==> config.mk <==
export PLATFORM = sky130hd
export DESIGN_NAME = bit_serializer_flat
export DESIGN_NICKNAME = d
export VERILOG_FILES = /design/src/rtl/bit_serializer_if.sv /design/src/rtl/bit_serializer.sv /design/src/flat_wrapper.sv
export SDC_FILE = /design/constraint.sdc
export NUM_CORES = 1
export LEC_CHECK = 0
export ABC_AREA = 1
export CORE_ASPECT_RATIO = 0.8
export CORE_MARGIN = 3
export CORE_UTILIZATION = 55
export CTS_BUF_LIST = sky130_fd_sc_hd__clkbuf_4 sky130_fd_sc_hd__clkbuf_8
export CTS_CLUSTER_SIZE = 16
export DETAILED_ROUTE_END_ITERATION = 12
export GPL_TIMING_DRIVEN = 0
export PLACE_DENSITY = 0.83
export SYNTH_ARGS = -nofsm -noshare
export SYNTH_HDL_FRONTEND = slang
export SYNTH_SLANG_ARGS = --single-unit
==> constraint.sdc <==
create_clock -name clock -period 4 [get_ports clock]
set_clock_uncertainty 0.2 [all_clocks]
set_input_delay 0.8 -clock clock [delete_from_list [all_inputs] [get_ports clock]]
set_output_delay 0.8 -clock clock [all_outputs]
set_load 0.01 [all_outputs]
==> src/rtl/bit_serializer_if.sv <==
// bit_serializer_if
//   Handshake and serial-stream bundle for bit_serializer.
//   master : word source; drives data_in/valid_in, observes the stream.
//   slave  : the serializer; accepts words and drives the serial outputs.
//   Signals:
//     data_in    [WIDTH]  parallel word, sampled on the handshake edge
//     valid_in   [1]      data_in is valid
//     ready_out  [1]      serializer is IDLE and can accept a word
//     sout       [1]      serial bit, MSB first (feeds downstream din)
//     sout_valid [1]      sout carries a payload or parity bit
//     word_done  [1]      high during the final bit cycle of a word
//     word_count [CNT_W]  completed words, wraps modulo 2^CNT_W
interface bit_serializer_if #(
  parameter int unsigned WIDTH = 8,
  parameter int unsigned CNT_W = 16
);
  logic [WIDTH-1:0] data_in;
  logic             valid_in;
  logic             ready_out;
  logic             sout;
  logic             sout_valid;
  logic             word_done;
  logic [CNT_W-1:0] word_count;

  modport master (
    output data_in, valid_in,
    input  ready_out, sout, sout_valid, word_done, word_count
  );

  modport slave (
    input  data_in, valid_in,
    output ready_out, sout, sout_valid, word_done, word_count
  );
endinterface

==> src/rtl/bit_serializer.sv <==
// bit_serializer
//   Parallel-to-serial front end. Accepts WIDTH-bit words over a valid/ready
//   handshake and emits them one bit per clock, MSB first, holding the line
//   at 0 between words. Keeps a running count of completed words.
//   Optional even-parity bit after the LSB when BIT_SERIALIZER_PARITY_EN is
//   defined (adds the PAR state; the port list is unchanged).
//   Ports:
//     clock  : rising-edge clock
//     reset  : asynchronous, active-high reset; aborts any word in flight
//     bus    : bit_serializer_if.slave (data_in/valid_in in;
//              ready_out/sout/sout_valid/word_done/word_count out)
module bit_serializer #(
  parameter int unsigned WIDTH = 8,
  parameter int unsigned CNT_W = 16
) (
  input  logic                 clock,
  input  logic                 reset,
  bit_serializer_if.slave      bus
);

  localparam int unsigned CW = $clog2(WIDTH);

`ifdef BIT_SERIALIZER_PARITY_EN
  typedef enum logic [1:0] {IDLE, SHIFT, PAR} state_t;
`else
  typedef enum logic [1:0] {IDLE, SHIFT} state_t;
`endif

  state_t           r_state;
  // The MSB goes straight to r_sout on load, so only the remaining
  // WIDTH-1 bits need to be held for shifting.
  logic [WIDTH-2:0] r_shift;
  logic [CW-1:0]    r_bit_cnt;
  logic             r_sout;
  logic             r_sout_valid;
  logic             r_word_done;
  logic             r_ready;
  logic [CNT_W-1:0] r_word_count;
`ifdef BIT_SERIALIZER_PARITY_EN
  logic             r_parity;
`endif

  logic w_accept;
  logic w_last_bit;

  assign w_accept   = bus.valid_in && r_ready;
  assign w_last_bit = (r_bit_cnt == CW'(WIDTH - 1));

  // Outputs are registered one step ahead: each transition loads the value
  // that the destination state presents during its cycle.
  always_ff @(posedge clock or posedge reset) begin
    if (reset) begin
      r_state      <= IDLE;
      r_shift      <= '0;
      r_bit_cnt    <= '0;
      r_sout       <= 1'b0;
      r_sout_valid <= 1'b0;
      r_word_done  <= 1'b0;
      r_ready      <= 1'b1;
      r_word_count <= '0;
`ifdef BIT_SERIALIZER_PARITY_EN
      r_parity     <= 1'b0;
`endif
    end else begin
      case (r_state)
        IDLE: begin
          if (w_accept) begin
            r_state      <= SHIFT;
            r_shift      <= bus.data_in[WIDTH-2:0];
            r_bit_cnt    <= '0;
            r_sout       <= bus.data_in[WIDTH-1];
            r_sout_valid <= 1'b1;
            r_ready      <= 1'b0;
`ifdef BIT_SERIALIZER_PARITY_EN
            r_parity     <= ^bus.data_in;
            r_word_done  <= 1'b0;
`else
            // A 2-bit word's final bit is the second one; flag it early.
            r_word_done  <= (WIDTH == 2);
`endif
          end
        end

        SHIFT: begin
          r_shift   <= r_shift << 1;
          r_bit_cnt <= r_bit_cnt + 1'b1;
          if (w_last_bit) begin
`ifdef BIT_SERIALIZER_PARITY_EN
            r_state      <= PAR;
            r_sout       <= r_parity;
            r_sout_valid <= 1'b1;
            r_word_done  <= 1'b1;
`else
            r_state      <= IDLE;
            r_sout       <= 1'b0;
            r_sout_valid <= 1'b0;
            r_word_done  <= 1'b0;
            r_ready      <= 1'b1;
            r_word_count <= r_word_count + 1'b1;
`endif
          end else begin
            r_sout       <= r_shift[WIDTH-2];
            r_sout_valid <= 1'b1;
`ifdef BIT_SERIALIZER_PARITY_EN
            r_word_done  <= 1'b0;
`else
            r_word_done  <= (r_bit_cnt == CW'(WIDTH - 2));
`endif
          end
        end

`ifdef BIT_SERIALIZER_PARITY_EN
        PAR: begin
          r_state      <= IDLE;
          r_sout       <= 1'b0;
          r_sout_valid <= 1'b0;
          r_word_done  <= 1'b0;
          r_ready      <= 1'b1;
          r_word_count <= r_word_count + 1'b1;
        end
`endif

        default: begin
          r_state      <= IDLE;
          r_sout       <= 1'b0;
          r_sout_valid <= 1'b0;
          r_word_done  <= 1'b0;
          r_ready      <= 1'b1;
        end
      endcase
    end
  end

  assign bus.ready_out  = r_ready;
  assign bus.sout       = r_sout;
  assign bus.sout_valid = r_sout_valid;
  assign bus.word_done  = r_word_done;
  assign bus.word_count = r_word_count;

endmodule

==> src/flat_wrapper.sv <==
// flat-port wrapper written by rule: the top's interface ports become plain ports
module bit_serializer_flat 
#(
  parameter int unsigned WIDTH = 8,
  parameter int unsigned CNT_W = 16
)
  (clock, reset, bus_data_in, bus_valid_in, bus_ready_out, bus_sout, bus_sout_valid, bus_word_done, bus_word_count);
  bit_serializer_if #(.WIDTH(WIDTH), .CNT_W(CNT_W)) bus_i ();
  input  logic clock;
  input  logic reset;
  input wire logic [$bits(bus_i.data_in)-1:0] bus_data_in;
  input wire logic [$bits(bus_i.valid_in)-1:0] bus_valid_in;
  output wire logic [$bits(bus_i.ready_out)-1:0] bus_ready_out;
  output wire logic [$bits(bus_i.sout)-1:0] bus_sout;
  output wire logic [$bits(bus_i.sout_valid)-1:0] bus_sout_valid;
  output wire logic [$bits(bus_i.word_done)-1:0] bus_word_done;
  output wire logic [$bits(bus_i.word_count)-1:0] bus_word_count;
  assign bus_i.data_in = bus_data_in;
  assign bus_i.valid_in = bus_valid_in;
  assign bus_ready_out = bus_i.ready_out;
  assign bus_sout = bus_i.sout;
  assign bus_sout_valid = bus_i.sout_valid;
  assign bus_word_done = bus_i.word_done;
  assign bus_word_count = bus_i.word_count;
  bit_serializer #(.WIDTH(WIDTH), .CNT_W(CNT_W)) u_core (.clock(clock), .reset(reset), .bus(bus_i));
endmodule
==> results of run 1 <==
## worst max-delay path by stage
stage	start	endpoint	slack, ps	cells after the start
2_1_floorplan	reset	u_core.bus.sout$_DFFE_PP0P_	2340	1
3_3_place_gp	reset	u_core.bus.word_count[3]$_DFFE_PP0P_	1640	2
3_5_place_dp	reset	u_core.bus.word_count[3]$_DFFE_PP0P_	1590	2
4_1_cts	u_core.bus.ready_out$_DFFE_PP1P_	bus_ready_out	1570	1
5_1_grt	u_core.bus.ready_out$_DFFE_PP1P_	bus_ready_out	1530	1
6_report	u_core.bus.ready_out$_DFFE_PP1P_	bus_ready_out	1590	1
## layout by cell type, fill, tap and decap left out
cell / instances
nand2_1: 62
clkdlybuf4s50_1: 30
dfrtp_1: 30
inv_1: 22
nor2_1: 14
clkbuf_4: 8
xor2_1: 6
o21ai_0: 5
o211ai_1: 5
nand3_1: 5
ha_1: 4
nand3b_1: 3
inv_2: 2
xnor2_1: 2
nand4_1: 2
a22o_1: 2
buf_6: 1
or2_1: 1
nand2_2: 1
o221ai_1: 1
nand2_4: 1
nor2_4: 1
nor3_4: 1
o21bai_1: 1
dfstp_2: 1
## where the power goes
group	switching (W)	total [W]	internal, W
logic	0.000177	0.000317	0.000140
clock network	0.000105	0.000195	0.0000903
registers	0.0000501	0.000440	0.000390
## cell type report
class                   instances  area, um2
plain buffers                   1       11.3
multi-input cells             117        613
repair buffers                 30        300
flip-flops and latches         31        777
inverters                      24       90.1
clock buffers                   8       60.1
fillers                       208        626
well taps                      36       45.0
## per-layer routing
layer | wire (um) | part of all wire, % | vias up
met4 | 24 | 0.76 | 0
met2 | 1530 | 48 | 43
met5 | 0 | 0 | -
met3 | 181 | 5.7 | 4
li1 | - | - | 613
met1 | 1430 | 45 | 584
## stage by stage
stage	power [W]	setup WS (ps)	hold slack (ps)	util, %
2_1_floorplan	0.000631	2340	276	-
3_3_place_gp	0.000735	1640	264	72.8
3_5_place_dp	0.000762	1590	285	72.8
4_1_cts	0.000955	1570	299	75.2
5_1_grt	0.00102	1530	336	75.2
6_report	0.000952	1590	298	75.2
## worst min-delay path, stage by stage (launching register included)
cell,delay [ps]
dfstp_2,380
nand3_1,70
nand2_1,50
## kinds of logic (layout without fill, tap and decap cells)
kind of cell | after synthesis | count (layout) | share of synthesized area [%]
buffers and inverters | 25 | 63 | 6.80
AO/OA/AOI/OAI | 14 | 14 | 6.46
flip-flops | 31 | 31 | 52.1
AND/OR/NAND/NOR | 91 | 91 | 26.6
adder cells (fa/ha/maj) | 4 | 4 | 3.36
XOR/XNOR | 8 | 8 | 4.70
## state kept, by name (all words and copies together), names as in the netlist
| signal | cells |
|---|---|
| u_core.bus.word_done | 1 |
| u_core.r_bit_cnt | 3 |
| u_core.bus.sout_valid | 1 |
| u_core.bus.sout | 1 |
| u_core.r_state | 1 |
| u_core.bus.ready_out | 1 |
| u_core.bus.word_count | 16 |
| u_core.r_shift | 7 |
==> flow_summary_export.csv, run 1 <==
group,metric,value,unit
status,status,"completed",
power_and_ir_drop,p_leak,0.940,nW
detailed_routing,dr.pass1.iters,4,
clock_tree,clk_latency,330,ps
detailed_routing,avgRoutedWirePerCell,12.8,um
synth,synth_cells,173,
clock_tree,cts_tree,"done",
global_routing,use_met2,35.2,%
setup_path,worstSetupPathType,"flip-flop to output pin",
synth,syn_area_per_cell,8.62,um2
sta,rsz0062_at_grt,"false",
setup_path,crit_family,"flip-flops",
global_routing,grt_overflow_total,0,
floorplan,die_y,52.6,um
setup_path,reg2reg_from,"u_core.r_bit_cnt[1]$_DFFE_PP0P_",
synth,yosys.area.top_type_share,50.3,%
synth,yosys_warnings,0,
sta,period_minus_slack,2410,ps
setup_path,reg2reg_slack,2210,ps
flow_run,drv_cap,0,
clock_tree,cts_hold_buf,0,
global_routing,grt_max_degree,32,
synth,async_flop_share,100,%
clock_tree,clockRootBuffer,"clkbuf_4",
hold_path,min_to,"u_core.bus.ready_out$_DFFE_PP1P_",
synth,ys.flop_type,"dfrtp_1",
synth,synth_seq_cells,31,
sta,max_slew_margin,23.7,%
synth,synth.most_common_cell,"nand2_1",
clock_tree,cts_htree_levels,2,
detailed_routing,vias,1244,
placed_design,gp_congestion,0.776,
synth,ys_types,23,
floorplan,die-area,3380,um2
floorplan,start_util,59.1,%
setup_path,r2r-end,"u_core.bus.word_count[14]$_DFFE_PP0P_",
synth,syn_nets,188,
synth,yosysSeqAreaShare,52.1,%
setup_path,end_kind,"output pin",
global_routing,grt_use_met1,26.7,%
global_routing,grt_pass1_vias,1224,
setup_path,rr_worst_depth,7,
floorplan,die_width,64.2,um
synth,synth_edf_count,0,
sta,tns,0,ps
synth,synth_top_cell_by_area,"dfrtp_1",
finish,fin_area,1900,um2
setup_path,worst_path_max_delay_cell,"dfstp_2",
floorplan,io_pins,31,
clock_tree,clk_pin_slew,80,ps
synth,synthTopCellsByCount,"62 x nand2_1, 30 x dfrtp_1, 22 x inv_1, 14 x nor2_1, 6 x xor2_1",
synth,synthTopCellsByArea,"dfrtp_1 50%, nand2_1 16%, inv_1 5.5%",
clock_tree,cts_made_buffers,5,
power_and_ir_drop,ir_drop,0.278,mV
setup_path,crit_chain,"clkdlybuf4s50_1",
setup_path,arrival,1410,ps
clock_tree,clock_path_buffers,2,
sta,fmax,415,MHz
finish,final_cells,247,
clock_tree,clock-sinks,31,
finish,final_nets,225,
detailed_routing,ant_nets,0,
sta,tightest_slew,1140,ps
global_routing,grt_use_total,21.2,%
sta,drv_slew,0,
placed_design,postPlaceCellArea,1840,um2
setup_path,critPathMaxStageDelay,550,ps
setup_path,worst-path-max-fanout,3,
detailed_routing,drc,0,
global_routing,grt.busiest_layer,"met2",
power_and_ir_drop,power_density,502,nW/um2
clock_tree,post_cts_resized,0,
hold_path,hold_path_startpoint,"u_core.bus.ready_out$_DFFE_PP1P_",
sta,period_share,60.2,%
sta,setup_viol,0,
sta,finalHoldViolCount,0,
global_routing,antenna_found_initial,0,
setup_path,required,3000,ps
placed_design,dp_hpwl,2360,um
global_routing,grt_use_met3,4.72,%
finish,antenna_cells,0,
global_routing,grt_first_pass_wirelength,5380,um
finish,syn_to_final_growth,27.2,%
detailed_routing,via_per_inst,5.04,
setup_path,cp_num_buf_inv,1,
hold_path,hold_class,"flip-flop to flip-flop",
placed_design,dp.cells,239,
floorplan,coreArea,2520,um2
hold_path,hold_depth,2,
synth,netlist_area,1490,um2
placed_design,port_buffers,30,
clock_tree,post_cts_buffers,0,
detailed_routing,wl,3170,um
finish,drive_above_1_share,7.58,%
floorplan,num_rows,16,
detailed_routing,drt_iter0_markers,43,
setup_path,cp-start-kind,"flip-flop",
Note: power is estimated with default switching activity, not from simulation.
==> run 2: changes to the inputs <==
CORE_UTILIZATION = 52   (was 55)
PLACE_DENSITY = 0.79   (was 0.83)
clock period = 2.4 ns   (was 4 ns; I/O delays follow)
==> run 2 against run 1 <==
Via count is 1.9% lower. Clock power is 59% higher. Hold slack worse by 6.5 ps. Cell count stayed put. Core utilization is 1.8 points lower. Combinational power is 61% higher. Sequential power is 67% higher. Flip-flop and latch count stayed put. Non-clock buffer count stayed put. Global-route usage is 1.3 points lower. Sequential share of layout area is 0.054 points higher. Highest routed layer unchanged.
==> flow_summary_export.csv, run 2 (synthesized netlist as in run 1, its figures left out) <==
group,metric,value,unit
detailed_routing,drc,0,
power_and_ir_drop,power_density,820,nW/um2
clock_tree,post_cts_resized,0,
clock_tree,post_cts_buffers,0,
setup_path,arrival,1410,ps
sta,tns,0,ps
floorplan,coreArea,2580,um2
finish,layout_common_cells,"62 x nand2_1, 30 x clkdlybuf4s50_1, 30 x dfrtp_1",
status,status,"completed",
floorplan,die-area,3550,um2
global_routing,grt_pass1_vias,1177,
finish,nFillCells,205,
sta,setup_viol,0,
setup_path,rr_worst_depth,7,
global_routing,grt_max_degree,32,
clock_tree,cts_htree_levels,2,
sta,rsz0062_at_grt,"false",
sta,finalHoldViolCount,0,
setup_path,end_kind,"output pin",
finish,largest_reg_flops,16,
sta,drv_slew,0,
setup_path,worstSetupPathType,"flip-flop to output pin",
floorplan,io_pins,31,
global_routing,grt_overflow_total,0,
clock_tree,cts_tree,"done",
detailed_routing,vias,1220,
floorplan,die_y,53.9,um
setup_path,reg2reg_from,"u_core.r_bit_cnt[1]$_DFFE_PP0P_",
finish,antenna_cells,0,
finish,syn_to_final_growth,27.0,%
placed_design,dp_hpwl,2200,um
floorplan,start_util,57.8,%
detailed_routing,dr.pass1.iters,4,
placed_design,port_buffers,30,
clock_tree,cts_made_buffers,5,
setup_path,required,1720,ps
sta,fmax,478,MHz
detailed_routing,wl,2930,um
setup_path,crit_cells,1,
sta,timing.hold.ws,292,ps
setup_path,worst_path_max_delay_cell,"dfstp_2",
hold_path,hold_depth,2,
floorplan,die_width,65.9,um
global_routing,grt_first_pass_wirelength,5290,um
finish,drive_above_1_share,7.58,%
setup_path,worst-path-max-fanout,3,
hold_path,hold_class,"flip-flop to flip-flop",
clock_tree,cts_hold_buf,0,
clock_tree,clk_latency,330,ps
global_routing,antenna_found_initial,0,
setup_path,crit_path_start,"u_core.bus.ready_out$_DFFE_PP1P_",
sta,tightest_slew,1110,ps
finish,final_nets,225,
clock_tree,clockRootBuffer,"clkbuf_4",
setup_path,crit_family,"flip-flops",
setup_path,cp-start-kind,"flip-flop",
setup_path,critPathMaxStageDelay,560,ps
clock_tree,clock-sinks,31,
power_and_ir_drop,p_leak,0.940,nW
detailed_routing,avgRoutedWirePerCell,11.8,um
hold_path,hold_path_startpoint,"u_core.bus.sout$_DFFE_PP0P_",
setup_path,cp_num_buf_inv,1,
setup_path,crit_chain,"clkdlybuf4s50_1",
floorplan,num_rows,16,
detailed_routing,ant_nets,0,
sta,period_minus_slack,2090,ps
clock_tree,clock_path_buffers,2,
power_and_ir_drop,ir_drop,0.479,mV
global_routing,grt_use_total,19.9,%
flow_run,drv_cap,0,
sta,max_slew_margin,25.6,%
detailed_routing,drt_iter0_markers,54,
setup_path,reg2reg_slack,660,ps
placed_design,gp_congestion,0.768,
sta,period_share,87.2,%
clock_tree,clk_pin_slew,90,ps
finish,mostFrequentLayoutCell,"nand2_1",
detailed_routing,via_per_inst,4.94,
run 2: worst paths after layout:
kind	endpoint
setup / recovery	bus_ready_out
hold / removal	u_core.bus.sout$_DFFE_PP0P_
setup reg to reg	u_core.bus.word_count[14]$_DFFE_PP0P_
hold reg to reg	u_core.bus.sout$_DFFE_PP0P_
max in group asynchronous	u_core.bus.word_count[12]$_DFFE_PP0P_
min in group asynchronous	u_core.bus.word_count[8]$_DFFE_PP0P_
run 2: cell type report:
type                       instances  area (um2)  area share (%)
buffer                             1        11.3           0.594
multi-input combinational        117         613            32.4
clock inverter                     1        5.00           0.264
clock buffer                       7        52.6            2.77
inverter                          24        90.1            4.76
sequential                        31         777            41.0
timing repair buffer              30         300            15.9
tap                               36        45.0            2.38
run 2: power by group:
part	switching [W]	internal (W)	total (W)	leakage, nW
clock	0.000174	0.000137	0.000311	0.0361
sequential	0.0000831	0.000650	0.000733	0.407
combinational	0.000279	0.000230	0.000510	0.496
run 2: layer usage:
layer	global-route usage (%)	wire, um
met4	5.17	43
met1	26.9	1460
met2	32.3	1290
met3	5.01	133
met5	0	0
run 2: metrics by stage:
| step | util [%] | std cells | total power [W] | cell area, um2 | setup slack [ps] |
|---|---|---|---|---|---|
| floorplan | - | 173 | 0.00105 | 1490 | 852 |
| global placement | 71.1 | 239 | 0.00123 | 1840 | 349 |
| detailed placement | 71.1 | 239 | 0.00125 | 1840 | 332 |
| CTS | 73.4 | 247 | 0.00156 | 1890 | 302 |
| global route | 73.4 | 247 | 0.00167 | 1890 | 256 |
| finish | 73.4 | 247 | 0.00155 | 1890 | 307 |
==> run 3: changes to the inputs <==
PLACE_DENSITY = 0.81   (was 0.79)
==> run 3 against run 2 <==
Combinational power rose by 2%. Flip-flop and latch count unchanged. Largest power group unchanged. Largest cell class unchanged. Core utilization increased by 0.58 points. Sequential share of layout area is 0.32 points lower. Routed wire length is 7.0% higher. Clock-buffer cell count up 1. Hold slack worse by 6.1 ps. Cell area rose by 0.79%.
==> flow_summary_export.csv, run 3 (synthesized netlist as in run 1, its figures left out) <==
group,metric,value,unit
status,status,"completed",
global_routing,grt_pass1_vias,1237,
setup_path,cp-start-kind,"flip-flop",
global_routing,grt_max_degree,32,
hold_path,hold_class,"flip-flop to flip-flop",
detailed_routing,ant_nets,0,
sta,finalHoldViolCount,0,
sta,period_share,88.4,%
sta,layout_setup_ws,279,ps
setup_path,crit_cells,1,
detailed_routing,drc,0,
sta,rsz0062_at_grt,"false",
global_routing,grt_use_total,21.1,%
floorplan,die-area,3550,um2
placed_design,dp_hpwl,2350,um
setup_path,rr_worst_depth,9,
setup_path,crit_chain,"clkdlybuf4s50_1",
power_and_ir_drop,ir_drop,0.521,mV
setup_path,arrival,1440,ps
clock_tree,clock-sinks,31,
clock_tree,clk_latency,340,ps
floorplan,num_rows,16,
placed_design,pre_cts_slack,299,ps
detailed_routing,avgRoutedWirePerCell,12.7,um
finish,antenna_cells,0,
floorplan,io_pins,31,
sta,fmax,471,MHz
detailed_routing,dr.pass1.iters,4,
finish,drive_above_1_share,7.58,%
sta,timing.hold.ws,285,ps
finish,nFillCells,190,
finish,layout_common_cells,"62 x nand2_1, 30 x clkdlybuf4s50_1, 30 x dfrtp_1",
floorplan,start_util,57.8,%
power_and_ir_drop,p_leak,0.945,nW
setup_path,worstSetupPathType,"flip-flop to output pin",
placed_design,postPlaceCellArea,1840,um2
setup_path,cp_num_buf_inv,1,
sta,drv_slew,0,
setup_path,required,1720,ps
flow_run,drv_cap,0,
finish,final_nets,225,
detailed_routing,drt_iter0_markers,58,
clock_tree,post_cts_buffers,0,
clock_tree,clock_path_buffers,2,
floorplan,coreArea,2580,um2
detailed_routing,via_per_inst,4.98,
clock_tree,cts_hold_buf,0,
finish,syn_to_final_growth,28.0,%
power_and_ir_drop,power_density,849,nW/um2
setup_path,end_kind,"output pin",
sta,setup_viol,0,
sta,tns,0,ps
clock_tree,cts_tree,"done",
clock_tree,post_cts_resized,0,
global_routing,grt_overflow_total,0,
setup_path,critPathMaxStageDelay,560,ps
sta,tightest_slew,1150,ps
setup_path,worst_path_max_delay_cell,"dfstp_2",
floorplan,die_y,53.9,um
clock_tree,cts_made_buffers,5,
sta,max_slew_margin,23.0,%
global_routing,grt_first_pass_wirelength,5400,um
clock_tree,clockRootBuffer,"clkbuf_4",
placed_design,port_buffers,30,
setup_path,crit_family,"flip-flops",
detailed_routing,wl,3130,um
sta,period_minus_slack,2120,ps
global_routing,antenna_found_initial,0,
floorplan,die_width,65.9,um
setup_path,worst-path-max-fanout,3,
finish,largest_reg_flops,16,
clock_tree,cts_htree_levels,2,
hold_path,hold_depth,2,
finish,mostFrequentLayoutCell,"nand2_1",
placed_design,gp_congestion,0.820,
clock_tree,clk_pin_slew,100,ps
finish,fin_area,1910,um2
detailed_routing,vias,1231,
[run 3: cell types whose count changed in the layout (fill, tap and decap cells not counted), sizes merged]
cell and delta:
clkbuf +1, clkinv -1
[run 3: layer usage]
metal,wire (um),vias up,track usage (%)
li1,-,620,-
met1,1480,577,25.8
met2,1470,25,35.1
met3,133,9,5.85
met4,48,0,9.66
met5,0,-,0
[run 3: worst paths after layout]
path | start | end | slack, ps
setup / recovery | u_core.bus.ready_out$_DFFE_PP1P_ | bus_ready_out | 280
hold reg to reg | u_core.bus.sout$_DFFE_PP0P_ | u_core.bus.sout$_DFFE_PP0P_ | 290
min in group asynchronous | reset | u_core.r_shift[3]$_DFFE_PP0P_ | 540
setup reg to reg | u_core.r_bit_cnt[1]$_DFFE_PP0P_ | u_core.bus.word_count[9]$_DFFE_PP0P_ | 660
max in group asynchronous | reset | u_core.bus.word_count[14]$_DFFE_PP0P_ | 770
hold / removal | u_core.bus.sout$_DFFE_PP0P_ | u_core.bus.sout$_DFFE_PP0P_ | 290
[run 3: layout make-up]
class                      count  area, um2  area share, %
tap                           36       45.0           2.36
multi-input combinational    117        613           32.1
timing repair buffer          30        300           15.7
sequential                    31        777           40.7
clock buffer                   8       72.6           3.80
inverter                      24       90.1           4.72
buffer                         1       11.3          0.590
[run 3: report_power, final]
group,total (W),internal (W),switching [W]
clock network,0.000365,0.000184,0.000182
registers,0.000736,0.000650,0.0000860
logic,0.000520,0.000232,0.000288
[run 3: metrics by stage]
stage,power (W),cells,utilization (%)
final,0.00162,247,73.9
after global routing,0.00172,247,73.9
after CTS,0.00163,247,73.9
after detailed placement,0.00127,239,71.1
after global placement,0.00123,239,71.1
after floorplan,0.00105,173,-
